$ cat config.mk
export PLATFORM = sky130hd
export DESIGN_NAME = cpu_trace_buffer
export DESIGN_NICKNAME = d
export VERILOG_FILES = /design/src/rtl/cpu_trace_buffer.sv
export SDC_FILE = /design/constraint.sdc
export NUM_CORES = 1
export LEC_CHECK = 0
export ABC_AREA = 1
export CAP_MARGIN = 5
export CORE_MARGIN = 10
export CORE_UTILIZATION = 35
export DETAILED_ROUTE_END_ITERATION = 10
export HOLD_SLACK_MARGIN = 0.08
export PLACE_DENSITY = 0.5
export SLEW_MARGIN = 20
export SYNTH_ARGS = -nofsm -noshare
export SYNTH_HDL_FRONTEND = slang
export SYNTH_SLANG_ARGS = --single-unit
$ cat constraint.sdc
create_clock -name clk -period 4.8 [get_ports clk]
set_input_delay 0.96 -clock clk [delete_from_list [all_inputs] [get_ports clk]]
set_output_delay 0.96 -clock clk [all_outputs]
set_load 0.005 [all_outputs]
$ cat src/rtl/cpu_trace_buffer.sv
// Circular {PC, IR} trace capture with PC-match trigger, post-trigger count and oldest-first readout.
// Optional macro TRACE_STATE_EN adds a per-entry FSM state field (state in, rd_state out).
module cpu_trace_buffer #(
    parameter int DATA_W  = 32,
    parameter int DEPTH   = 16,
    parameter int PTR_W   = $clog2(DEPTH),
    parameter int STATE_W = 4
) (
`ifdef TRACE_STATE_EN
    input  logic [STATE_W-1:0] state,
    output logic [STATE_W-1:0] rd_state,
`endif
    input  logic              clk,
    input  logic              reset,
    input  logic              arm,
    input  logic              cap_en,
    input  logic [DATA_W-1:0] pc,
    input  logic [DATA_W-1:0] ir,
    input  logic [DATA_W-1:0] trig_pc,
    input  logic [PTR_W-1:0]  post_cnt,
    input  logic              rd_en,
    output logic [DATA_W-1:0] rd_pc,
    output logic [DATA_W-1:0] rd_ir,
    output logic              rd_valid,
    output logic              armed,
    output logic              triggered,
    output logic              frozen,
    output logic [PTR_W:0]    count
);

    localparam int CNT_W = PTR_W + 1;
`ifdef TRACE_STATE_EN
    localparam int ENTRY_W = 2 * DATA_W + STATE_W;
`else
    localparam int ENTRY_W = 2 * DATA_W + 0 * STATE_W;
`endif

    typedef enum logic [1:0] {
        ST_IDLE   = 2'd0,
        ST_ARMED  = 2'd1,
        ST_POST   = 2'd2,
        ST_FROZEN = 2'd3
    } state_e;

    state_e             state_q, state_d;
    logic [PTR_W-1:0]   wr_ptr_q, wr_ptr_d;
    logic [PTR_W-1:0]   rd_ptr_q, rd_ptr_d;
    logic [CNT_W-1:0]   count_q, count_d;
    logic [PTR_W-1:0]   post_left_q, post_left_d;
    logic               triggered_q, triggered_d;
    logic               rd_valid_q, rd_valid_d;
    logic [ENTRY_W-1:0] rd_entry_q, rd_entry_d;
    logic [ENTRY_W-1:0] mem_q [DEPTH];
    logic [ENTRY_W-1:0] wr_data_s;
    logic               wr_en_s;

`ifdef TRACE_STATE_EN
    assign wr_data_s = {state, pc, ir};
    assign rd_state  = rd_entry_q[ENTRY_W-1 -: STATE_W];
`else
    assign wr_data_s = {pc, ir};
`endif

    assign rd_ir     = rd_entry_q[DATA_W-1:0];
    assign rd_pc     = rd_entry_q[2*DATA_W-1:DATA_W];
    assign rd_valid  = rd_valid_q;
    assign triggered = triggered_q;
    assign count     = count_q;
    assign armed     = (state_q == ST_ARMED) || (state_q == ST_POST);
    assign frozen    = (state_q == ST_FROZEN);

    // Next-state, pointer, counter and read-port logic.
    always_comb begin
        state_d     = state_q;
        wr_ptr_d    = wr_ptr_q;
        rd_ptr_d    = rd_ptr_q;
        count_d     = count_q;
        post_left_d = post_left_q;
        triggered_d = triggered_q;
        rd_valid_d  = 1'b0;
        rd_entry_d  = rd_entry_q;
        wr_en_s     = 1'b0;

        if (arm) begin
            state_d     = ST_ARMED;
            wr_ptr_d    = PTR_W'(0);
            count_d     = CNT_W'(0);
            triggered_d = 1'b0;
        end else begin
            case (state_q)
                ST_ARMED, ST_POST: begin
                    if (cap_en) begin
                        wr_en_s  = 1'b1;
                        wr_ptr_d = wr_ptr_q + PTR_W'(1);
                        if (count_q == CNT_W'(DEPTH)) begin
                            count_d = count_q;
                        end else begin
                            count_d = count_q + CNT_W'(1);
                        end
                        if (state_q == ST_ARMED) begin
                            if (pc == trig_pc) begin
                                triggered_d = 1'b1;
                                if (post_cnt == PTR_W'(0)) begin
                                    state_d = ST_FROZEN;
                                end else begin
                                    post_left_d = post_cnt;
                                    state_d     = ST_POST;
                                end
                            end else begin
                                state_d = ST_ARMED;
                            end
                        end else begin
                            post_left_d = post_left_q - PTR_W'(1);
                            if (post_left_q == PTR_W'(1)) begin
                                state_d = ST_FROZEN;
                            end else begin
                                state_d = ST_POST;
                            end
                        end
                        // A full buffer wraps count's low bits to 0, so rd_ptr lands on wr_ptr.
                        rd_ptr_d = wr_ptr_d - count_d[PTR_W-1:0];
                    end else begin
                        wr_en_s = 1'b0;
                    end
                end
                ST_FROZEN: begin
                    if (rd_en && (count_q != CNT_W'(0))) begin
                        rd_valid_d = 1'b1;
                        rd_entry_d = mem_q[rd_ptr_q];
                        rd_ptr_d   = rd_ptr_q + PTR_W'(1);
                        count_d    = count_q - CNT_W'(1);
                    end else begin
                        rd_valid_d = 1'b0;
                    end
                end
                default: begin
                    state_d = state_q;
                end
            endcase
        end
    end

    // Control and read-port registers with synchronous active-low reset.
    always_ff @(posedge clk) begin
        if (!reset) begin
            state_q     <= ST_IDLE;
            wr_ptr_q    <= PTR_W'(0);
            rd_ptr_q    <= PTR_W'(0);
            count_q     <= CNT_W'(0);
            post_left_q <= PTR_W'(0);
            triggered_q <= 1'b0;
            rd_valid_q  <= 1'b0;
            rd_entry_q  <= ENTRY_W'(0);
        end else begin
            state_q     <= state_d;
            wr_ptr_q    <= wr_ptr_d;
            rd_ptr_q    <= rd_ptr_d;
            count_q     <= count_d;
            post_left_q <= post_left_d;
            triggered_q <= triggered_d;
            rd_valid_q  <= rd_valid_d;
            rd_entry_q  <= rd_entry_d;
        end
    end

    // Trace storage; contents are don't-care after reset.
    always_ff @(posedge clk) begin
        if (wr_en_s) begin
            mem_q[wr_ptr_q] <= wr_data_s;
        end
    end

endmodule
==> impl_metrics.tcl, run 1 <==
set metrics [dict create \
    detailroute.via_count 27990 \
    buffer_levels_on_the_longest_clock_path 3 \
    antenna_violating_nets_post_route 0 \
    worst-path-buf-inv 3 \
    fp.dieArea_mm2 0.1412 \
    synth_cell_type_count 37 \
    via_count_of_the_first_global_routing_pass 27170 \
    tritoncts "yes" \
    grt_max_degree 264 \
    power.density_cell_area_mw_per_mm2 406.7 \
    finClkSkew_ps 29.00 \
    class_of_the_tightest_hold_or_removal_check "flip-flop to flip-flop" \
    worst_slew_margin_rel_pct 24.88 \
    data_arrival_at_the_endpoint_of_the_critical_path_ps 3770 \
    fin_ws_ps 1415 \
    setup_repair_after_global_routing_missed_its_margin "no" \
    grt_overflow_total 0 \
    crit_top_cell "sky130_fd_sc_hd__inv_1" \
    cp_data_required_time_ps 5180 \
    post_cts_hold_buffer_count 0 \
    yosysWarnings 0 \
    number_of_nets_in_the_finished_design 3726 \
    die_h_um 375.7 \
    numCtsBuffers 116 \
    whs_path_depth 2 \
    final.setup.tns_ps 0 \
    chipWidth_um 375.7 \
    routabilityCongestion 0.7195 \
    slew_viol_final 0 \
    clkTransAtPathRegs_ps 60 \
    grtUsageTotal_pct 17.02 \
    rows 130 \
    worstMarginPinSlew_ps 1127 \
    post_cts_setup_buffers 0 \
    synthToLayoutAreaGrowth_pct 16.65 \
    timing.final.hold_violations 0 \
    drt-total-wl_um 124000 \
    initial_antenna_violation_count 9 \
    power.static_leakage_uw 0.01709 \
    coreArea_mm2 0.1257 \
    start_util_pct 35.23 \
    drt-initial-drc-count 2308 \
    ioPinCount 178 \
    async_flop_share_pct 0 \
    route.detailed.vias_per_inst 5.219 \
    clock_tree.htree_level_count 3 \
    crit_family "simple AND/OR/NAND/NOR gates" \
    critical-path-slowest-cell "sky130_fd_sc_hd__nor2_1" \
    timing.setup.critical_path_class "flip-flop to flip-flop" \
    wire_length_of_the_first_global_routing_pass_um 183500 \
    post-route-drc-count 0 \
    detail_routed_net_length_per_standard_cell_um 23.13 \
    maxCapViolCount 0 \
    share_of_layout_cells_above_drive_strength_1_pct 7.684 \
    clk_root_buffer_cell "sky130_fd_sc_hd__clkbuf_16" \
    fmax_ghz 0.2954 \
    cp-start-kind "flip-flop" \
    cp_slowest_stage_delay_ps 640 \
    crit_path_end_kind "flip-flop" \
    dp.final_hpwl_um 64430 \
    ordered_cell_list_for_the_critical_path "inv_1 -> ha_1 -> inv_1 -> nand2_2 -> nor2_1 -> nand2_1 -> nor2_4 -> buf_4" \
    worst_r2r_path_depth 8 \
    postSynthAreaPerCell_um2 12.74 \
    num-fill-cells 11730 \
    yosys_most_used_dff "sky130_fd_sc_hd__edfxtp_1" \
    worst-path-stages 8 \
    worstPathMaxFanout 16 \
    reg2reg_setup_slack_ps 1410 \
    synth_enable_flop_cells 1024 \
    result_of_the_run "finished clean" \
    clock_sink_count 1109 \
    drt-pass1-iter-count 5 \
    clkLatencyLatePin_ps 730 \
    placed_cells 5137 \
    syn_area_mm2 0.04429 \
    postSynthRegisterBits 1109 \
    synth_cells 3476 \
    vdd_drop_max_uv 305.4 \
    finalWorstPathRequiredPeriod_ps 3385 \
    preCtsSetupSlack_ps 751.3 \
    seq_area_frac_synth_pct 73.27 \
    place.port_buffers 177 \
    setup_viol_count_final 0 \
    cts_resized 0 \
    instances_no_fill 5362 \
    fin_crit_sh_pct 70.53 \
    postSynthNetCount 3597 \
]
==> registers in the layout (all words and copies together) (netlist names), 2 cells and up <==
signal and cells:
wr_ptr_q 4, mem_q 1024, rd_ptr_q 4, post_left_q 4
state_q 2, rd_entry_q 64, count 5
==> layout make-up <==
class	count	area (um2)	share of cell area (%)
diodes	3	7.507	0.01453
clock buffers	164	3244	6.279
clock inverters	58	653.1	1.264
inverters	111	452.9	0.8766
multi-input cells	2019	10160	19.67
flip-flops and latches	1109	32470	62.84
well taps	1650	2064	3.996
repair buffers	248	2615	5.061
==> layout by cell type, fill, tap and decap left out, types with 5 or more instances in the layout <==
master                            count
sky130_fd_sc_hd__edfxtp_1          1024
sky130_fd_sc_hd__nor2_1             681
sky130_fd_sc_hd__o21ai_0            351
sky130_fd_sc_hd__o211ai_1           204
sky130_fd_sc_hd__nand2_1            195
sky130_fd_sc_hd__nand3_1            186
sky130_fd_sc_hd__o21ai_1            183
sky130_fd_sc_hd__clkdlybuf4s50_1    176
sky130_fd_sc_hd__clkbuf_16          117
sky130_fd_sc_hd__inv_1              104
sky130_fd_sc_hd__dfxtp_1             81
sky130_fd_sc_hd__o22ai_1             73
sky130_fd_sc_hd__buf_4               47
sky130_fd_sc_hd__o221ai_1            44
sky130_fd_sc_hd__clkbuf_1            33
sky130_fd_sc_hd__xnor2_1             26
sky130_fd_sc_hd__buf_12              25
sky130_fd_sc_hd__clkinv_2            22
sky130_fd_sc_hd__a21oi_1             18
sky130_fd_sc_hd__nor2_4              16
sky130_fd_sc_hd__ha_1                15
sky130_fd_sc_hd__clkbuf_8            14
sky130_fd_sc_hd__bufinv_16           11
sky130_fd_sc_hd__clkinv_1            11
sky130_fd_sc_hd__xor2_1               6
sky130_fd_sc_hd__clkinv_8             5
sky130_fd_sc_hd__clkinvlp_4           5
==> metal layers <==
metal | vias up | global-route usage (%) | part of all wire, %
met3 | 159 | 2.925 | 5.3
met5 | - | 0 | 0.066
li1 | 13010 | - | -
met2 | 689 | 27.41 | 47
met4 | 12 | 4.259 | 1.9
met1 | 14120 | 23.74 | 46
==> worst min-delay path, delay by kind of cell (launching register included) <==
kind	cells	cell delay, ps
AO/OA/AOI/OAI	1	90
buffers and inverters	1	60
flip-flops	1	320
==> report_power, final <==
part	leakage (uW)	switching, uW	total (uW)	internal, uW
Sequential	0.00990	28.1	10600	10600
Clock	0.00190	3830	9150	5320
Combinational	0.00529	872	1260	386
Total	0.0171	4730	21000	16300
==> cells in the mapped netlist (38+ instances only) <==
cell type / number / area, um2
sky130_fd_sc_hd__o21ai_0: 351 / 1757
sky130_fd_sc_hd__edfxtp_1: 1024 / 30750
sky130_fd_sc_hd__nor2_1: 697 / 2616
sky130_fd_sc_hd__buf_2: 80 / 400.4
sky130_fd_sc_hd__clkbuf_1: 88 / 330.3
sky130_fd_sc_hd__o211ai_1: 204 / 1531
sky130_fd_sc_hd__nand2_1: 195 / 732.0
sky130_fd_sc_hd__inv_1: 106 / 397.9
sky130_fd_sc_hd__buf_6: 38 / 427.9
sky130_fd_sc_hd__o221ai_1: 44 / 385.4
sky130_fd_sc_hd__o22ai_1: 73 / 456.7
sky130_fd_sc_hd__dfxtp_1: 85 / 1702
sky130_fd_sc_hd__o21ai_1: 183 / 915.9
sky130_fd_sc_hd__nand3_1: 186 / 930.9
==> cells by family (layout without fill, tap and decap cells) <==
logic type / after synthesis / in the layout / synth area share, %
simple gates: 1090 / 1090 / 9.822
compound gates: 881 / 881 / 11.74
buf+inv: 348 / 581 / 4.068
other cells: 0 / 3 / 0
flops: 1109 / 1109 / 73.27
xor+xnor: 32 / 32 / 0.6328
fa+ha+maj: 16 / 16 / 0.4689
==> final timing paths <==
kind                          to            from
setup / recovery   mem_q[12][39]      state_q[1]
setup reg to reg   mem_q[12][39]      state_q[1]
hold reg to reg   rd_entry_q[29]  rd_entry_q[29]
hold / removal    rd_entry_q[29]  rd_entry_q[29]
==> stage by stage <==
| stage | utilization [%] | total power (uW) | hold WS [ps] | instance area (um2) |
|---|---|---|---|---|
| after floorplan | - | 11570 | 464.4 | 44290 |
| after global routing | 41.09 | 21740 | 514.1 | 51660 |
| final | 41.09 | 21010 | 499.0 | 51670 |
| after global placement | 37.99 | 12090 | 482.3 | 47760 |
| after CTS | 41.09 | 21240 | 500.8 | 51660 |
| after detailed placement | 37.99 | 12090 | 484.8 | 47760 |
Note: power is estimated with default switching activity, not from simulation.
==> run 2, diff against run 1 <==
- clock period: 4.8 -> 2.75 ns (I/O delays scaled with it)
==> run 2 against run 1 <==
Against the previous run: core utilization grew 1.2 points; critical path depth shrank 4; worst hold slack lost 340 ps; register-to-register slack lost 1200 ps; first-iteration DRC count grew 7.1%; sequential cell count is the same; clock power grew 76%; largest cell class unchanged; via count grew 2.0%; sequential power grew 75%; largest power group unchanged; final area grew 3.0%; clock-buffer cell count shrank 17; combinational power grew 88%; critical endpoint is now armed; critical path type is now flip-flop to primary output.
==> impl_metrics.tcl, run 2 (synthesis results as in run 1) <==
set metrics [dict create \
    dp.final_hpwl_um 72790 \
    clock_power_share_pct 43.5 \
    timing.setup.critical_path_class "flip-flop to primary output" \
    ordered_cell_list_for_the_critical_path "inv_1 -> ha_1 -> inv_1 -> clkdlybuf4s50_1" \
    reg2reg_setup_slack_ps 210 \
    finalWorstPathRequiredPeriod_ps 2617 \
    crit_family "buffers and inverters" \
    multi_input_comb_area_mm2 0.01017 \
    worstPathMaxFanout 3 \
    grt_overflow_total 0 \
    buffer_levels_on_the_longest_clock_path 3 \
    route.detailed.vias_per_inst 5.217 \
    vdd_drop_max_uv 550.8 \
    result_of_the_run "finished clean" \
    die_h_um 375.7 \
    crit-reg2reg-capture "mem_q[2][13]" \
    via_count_of_the_first_global_routing_pass 27540 \
    layout.cells.most_common "sky130_fd_sc_hd__edfxtp_1" \
    internal_power_uw 28730 \
    place.port_buffers 177 \
    instances_no_fill 5470 \
    chipWidth_um 375.7 \
    cp_slowest_stage_delay_ps 540 \
    drt-initial-drc-count 2471 \
    final.hold.worst_slack_ps 157.2 \
    post_cts_setup_buffers 0 \
    routabilityCongestion 0.7753 \
    detailroute.via_count 28540 \
    worstMarginPinSlew_ps 723.1 \
    most-common-layout-cells "sky130_fd_sc_hd__edfxtp_1, sky130_fd_sc_hd__nor2_1, sky130_fd_sc_hd__o21ai_0" \
    clock_tree.htree_level_count 3 \
    synthToLayoutAreaGrowth_pct 20.12 \
    drt-pass1-iter-count 5 \
    post_cts_hold_buffer_count 0 \
    grt_max_degree 119 \
    seq_area_mm2 0.03247 \
    detail_routed_net_length_per_standard_cell_um 23.21 \
    rows 130 \
    placed_cells 5248 \
    fp.dieArea_mm2 0.1412 \
    worst-path-buf-inv 3 \
    finClkSkew_ps 30.16 \
    num-fill-cells 11720 \
    largest_reg_flops 1024 \
    grtUsageTotal_pct 17.51 \
    fin_crit_sh_pct 95.17 \
    max_flop_register "mem_q" \
    tritoncts "yes" \
    share_of_layout_cells_above_drive_strength_1_pct 10.21 \
    number_of_nets_in_the_finished_design 3837 \
    final_standard_cell_utilization_of_the_core_pct 42.31 \
    ioPinCount 178 \
    antenna_violating_nets_post_route 0 \
    maxCapViolCount 0 \
    setup_repair_after_global_routing_missed_its_margin "no" \
    worst_slew_margin_rel_pct 51.64 \
    start_util_pct 35.23 \
    power.static_leakage_uw 0.01784 \
    class_of_the_tightest_hold_or_removal_check "input pin to flip-flop" \
    timing.critical_path.to "armed" \
    switching_share_pct 22.30 \
    fmax_ghz 0.3821 \
    worst_setup_path_startpoint "state_q[1]" \
    crit_path_end_kind "primary output" \
    slew_viol_final 0 \
    crit_top_cell "sky130_fd_sc_hd__inv_1" \
    clkTransAtPathRegs_ps 60 \
    drt-total-wl_um 126900 \
    data_arrival_at_the_endpoint_of_the_critical_path_ps 2070 \
    power.density_cell_area_mw_per_mm2 694.9 \
    wire_length_of_the_first_global_routing_pass_um 188600 \
    timing.hold.worst.start "reset" \
    clkLatencyLatePin_ps 710 \
    setup_viol_count_final 0 \
    power.combinational.fraction_pct 6.4 \
    cp_data_required_time_ps 2200 \
    timing.final.hold_violations 0 \
    clock_sink_count 1109 \
    cts_resized 0 \
    coreArea_mm2 0.1257 \
    clk_root_buffer_cell "sky130_fd_sc_hd__clkbuf_16" \
    worst_r2r_path_depth 8 \
    pwr-share-seq_pct 50.1 \
    power_spent_charging_and_discharging_nets_uw 8243 \
    initial_antenna_violation_count 8 \
    critical-path-slowest-cell "sky130_fd_sc_hd__clkdlybuf4s50_1" \
    crit-reg2reg-launch "state_q[1]" \
    worst-path-stages 4 \
    cp-start-kind "flip-flop" \
    post-route-drc-count 0 \
    numCtsBuffers 116 \
]
[run 2: changes by cell type in the layout (fill, tap and decap cells not counted), sizes merged]
cell	change
buf	+111
bufinv	+5
clkbuf	-17
clkinv	+12
clkinvlp	-1
diode	-2
[run 2: final cells by class]
cell class / instances / area share, %
inverter: 111 / 0.8513
tap: 1650 / 3.880
clock inverter: 74 / 1.554
antenna: 1 / 0.004703
multi-input combinational: 2019 / 19.11
sequential: 1109 / 61.02
timing repair buffer: 359 / 7.751
clock buffer: 147 / 5.825
[run 2: per-layer routing]
metal  GRT usage [%]  up-vias  share of wire [%]
met5               0        -              0.047
met4           4.548       10                2.1
met3           3.117      154                5.6
met2           27.64      779                 46
met1           24.77    14350                 46
li1                -    13240                  -
[run 2: tightest hold or removal path: stages]
cell and delay, ps:
sky130_fd_sc_hd__buf_4 100, sky130_fd_sc_hd__inv_1 70, sky130_fd_sc_hd__a21oi_1 110
[run 2: how the worst min path moves through the flow]
| stage | cells past startpoint | endpoint | slack (ps) |
|---|---|---|---|
| floorplan | 1 | triggered | 460 |
| global placement | 2 | rd_entry_q[48] | 480 |
| detailed placement | 2 | rd_entry_q[33] | 480 |
| CTS | 3 | state_q[0] | 100 |
| global route | 3 | state_q[0] | 150 |
| finish | 3 | state_q[0] | 160 |
[run 2: per-stage QoR]
stage          instance area (um2)  setup slack, ps  power [uW]  setup TNS, ps
2_1_floorplan                44420           -68.09       20210         -46810
3_3_place_gp                 49270           -316.5       21250          -2169
3_5_place_dp                 49270           -270.4       21250          -1367
4_1_cts                      53200            71.12       37370              0
5_1_grt                      53200            50.90       38260              0
6_report                     53200            132.8       36970              0
[run 2: power by group through the flow]
stage / registers, uW / clock network, uW / logic, uW
6_report: 18500 / 16100 / 2370
5_1_grt: 18500 / 17100 / 2620
4_1_cts: 18500 / 16500 / 2390
3_5_place_dp: 18900 / 0 / 2380
3_3_place_gp: 18900 / 0 / 2390
2_1_floorplan: 18800 / 0 / 1360
==> run 3, diff against run 2 <==
- CELL_PAD_IN_SITES_DETAIL_PLACEMENT: unset -> 0
- CELL_PAD_IN_SITES_GLOBAL_PLACEMENT: unset -> 1
- PLACE_DENSITY: 0.5 -> 0.58
==> run 3 against run 2 <==
Against the previous run: sequential share of layout area increased by 0.078 points; sequential cell count stayed put; register-to-register slack about the same.
==> impl_metrics.tcl, run 3 (synthesis results as in run 1) <==
set metrics [dict create \
    ioPinCount 178 \
    number_of_nets_in_the_finished_design 3827 \
    fmax_ghz 0.3816 \
    worstMarginPinSlew_ps 824.8 \
    multi_input_comb_area_mm2 0.01017 \
    result_of_the_run "finished clean" \
    maxCapViolCount 0 \
    drt-initial-drc-count 2345 \
    reg2reg_setup_slack_ps 210 \
    setup_repair_after_global_routing_missed_its_margin "no" \
    start_util_pct 35.23 \
    cts_resized 0 \
    post-route-drc-count 0 \
    clkLatencyLatePin_ps 720 \
    max_flop_register "mem_q" \
    initial_antenna_violation_count 3 \
    final.hold.worst_slack_ps 212.6 \
    fin_total_pwr_uw 36690 \
    routabilityCongestion 0.7430 \
    die_h_um 375.7 \
    grt_max_degree 121 \
    post_cts_setup_buffers 0 \
    num-fill-cells 11540 \
    cp_slowest_stage_delay_ps 520 \
    slew_viol_final 0 \
    worstPathMaxFanout 3 \
    vdd_drop_max_uv 530.1 \
    power.static_leakage_uw 0.01779 \
    worst_slew_margin_rel_pct 45.01 \
    share_of_layout_cells_above_drive_strength_1_pct 9.840 \
    clkTransAtPathRegs_ps 60 \
    tritoncts "yes" \
    final.setup.tns_ps 0 \
    place.port_buffers 177 \
    route.detailed.vias_per_inst 5.202 \
    buffer_levels_on_the_longest_clock_path 3 \
    drt-pass1-iter-count 5 \
    data_arrival_at_the_endpoint_of_the_critical_path_ps 2070 \
    ordered_cell_list_for_the_critical_path "inv_1 -> ha_1 -> inv_1 -> clkdlybuf4s50_1" \
    timing.setup.critical_path_class "flip-flop to primary output" \
    power.density_cell_area_mw_per_mm2 690.6 \
    setup_viol_count_final 0 \
    clock_sink_count 1109 \
    finClkSkew_ps 29.75 \
    coreArea_mm2 0.1257 \
    most-common-layout-cells "sky130_fd_sc_hd__edfxtp_1, sky130_fd_sc_hd__nor2_1, sky130_fd_sc_hd__o21ai_0" \
    class_of_the_tightest_hold_or_removal_check "input pin to flip-flop" \
    post_cts_hold_buffer_count 0 \
    drt-total-wl_um 129500 \
    detail_routed_net_length_per_standard_cell_um 23.71 \
    rows 130 \
    largest_reg_flops 1024 \
    wire_length_of_the_first_global_routing_pass_um 191900 \
    synthToLayoutAreaGrowth_pct 19.97 \
    crit_top_cell "sky130_fd_sc_hd__inv_1" \
    via_count_of_the_first_global_routing_pass 27960 \
    seq_area_mm2 0.03247 \
    grt_overflow_total 0 \
    cp-start-kind "flip-flop" \
    grtUsageTotal_pct 17.90 \
    crit_path_end_kind "primary output" \
    fp.dieArea_mm2 0.1412 \
    timing.final.hold_violations 0 \
    dp.final_hpwl_um 72470 \
    cp_data_required_time_ps 2200 \
    numCtsBuffers 118 \
    layout.cells.most_common "sky130_fd_sc_hd__edfxtp_1" \
    critical-path-slowest-cell "sky130_fd_sc_hd__clkdlybuf4s50_1" \
    detailroute.via_count 28410 \
    n_antenna_cell 0 \
    clk_root_buffer_cell "sky130_fd_sc_hd__clkbuf_16" \
    fin_crit_sh_pct 95.29 \
    finalWorstPathRequiredPeriod_ps 2620 \
    clock_tree.htree_level_count 3 \
    final_standard_cell_utilization_of_the_core_pct 42.26 \
    chipWidth_um 375.7 \
    antenna_violating_nets_post_route 0 \
]
[run 3: cell types whose count changed in the layout (fill, tap and decap cells not counted), sizes merged]
cell | previous run | this run
clkinvlp | 4 | 1
clkinv | 50 | 43
clkbuf | 147 | 172
bufinv | 16 | 8
diode | 1 | 0
buf | 183 | 171
inv | 115 | 112
[run 3: critical path: cells and delay by family (launching register included)]
family / cells / cell delay [ps]
DFF: 1 / 350
adders and majority gates: 1 / 340
buffers and inverters: 3 / 680
[run 3: area by class of cell]
| type | count | area share [%] |
|---|---|---|
| clock buffer | 172 | 6.320 |
| clock inverter | 53 | 0.9749 |
| inverter | 111 | 0.8524 |
| multi-input combinational | 2019 | 19.13 |
| sequential | 1109 | 61.10 |
| tap | 1650 | 3.885 |
| timing repair buffer | 347 | 7.733 |
[run 3: metal layers]
metal	vias to the layer above	global-route usage, %	wire, um
met4	2	3.441	1614
met3	118	2.483	6656
li1	13230	-	-
met1	14360	25.82	60900
met2	699	28.78	60300
met5	-	0	13
[run 3: path summary, 6_finish.rpt]
check	cells past startpoint	to	start
max	4	armed	state_q[1]
min	3	state_q[0]	reset
max reg2reg	8	mem_q[1][29]	state_q[1]
min reg2reg	2	rd_entry_q[19]	rd_entry_q[19]
[run 3: report_power, final]
group / switching (uW) / internal (uW)
logic: 1620 / 793
registers: 33.6 / 18500
clock network: 6580 / 9200
total: 8240 / 28500
[run 3: per-stage QoR]
stage	setup WS [ps]	instance area [um2]	std cells
final	129.6	53140	5461
after global placement	-113.2	49260	5236
after floorplan	-68.09	44420	3476
after detailed placement	-53.91	49260	5236
after global routing	21.71	53140	5461
after CTS	63.10	53140	5461
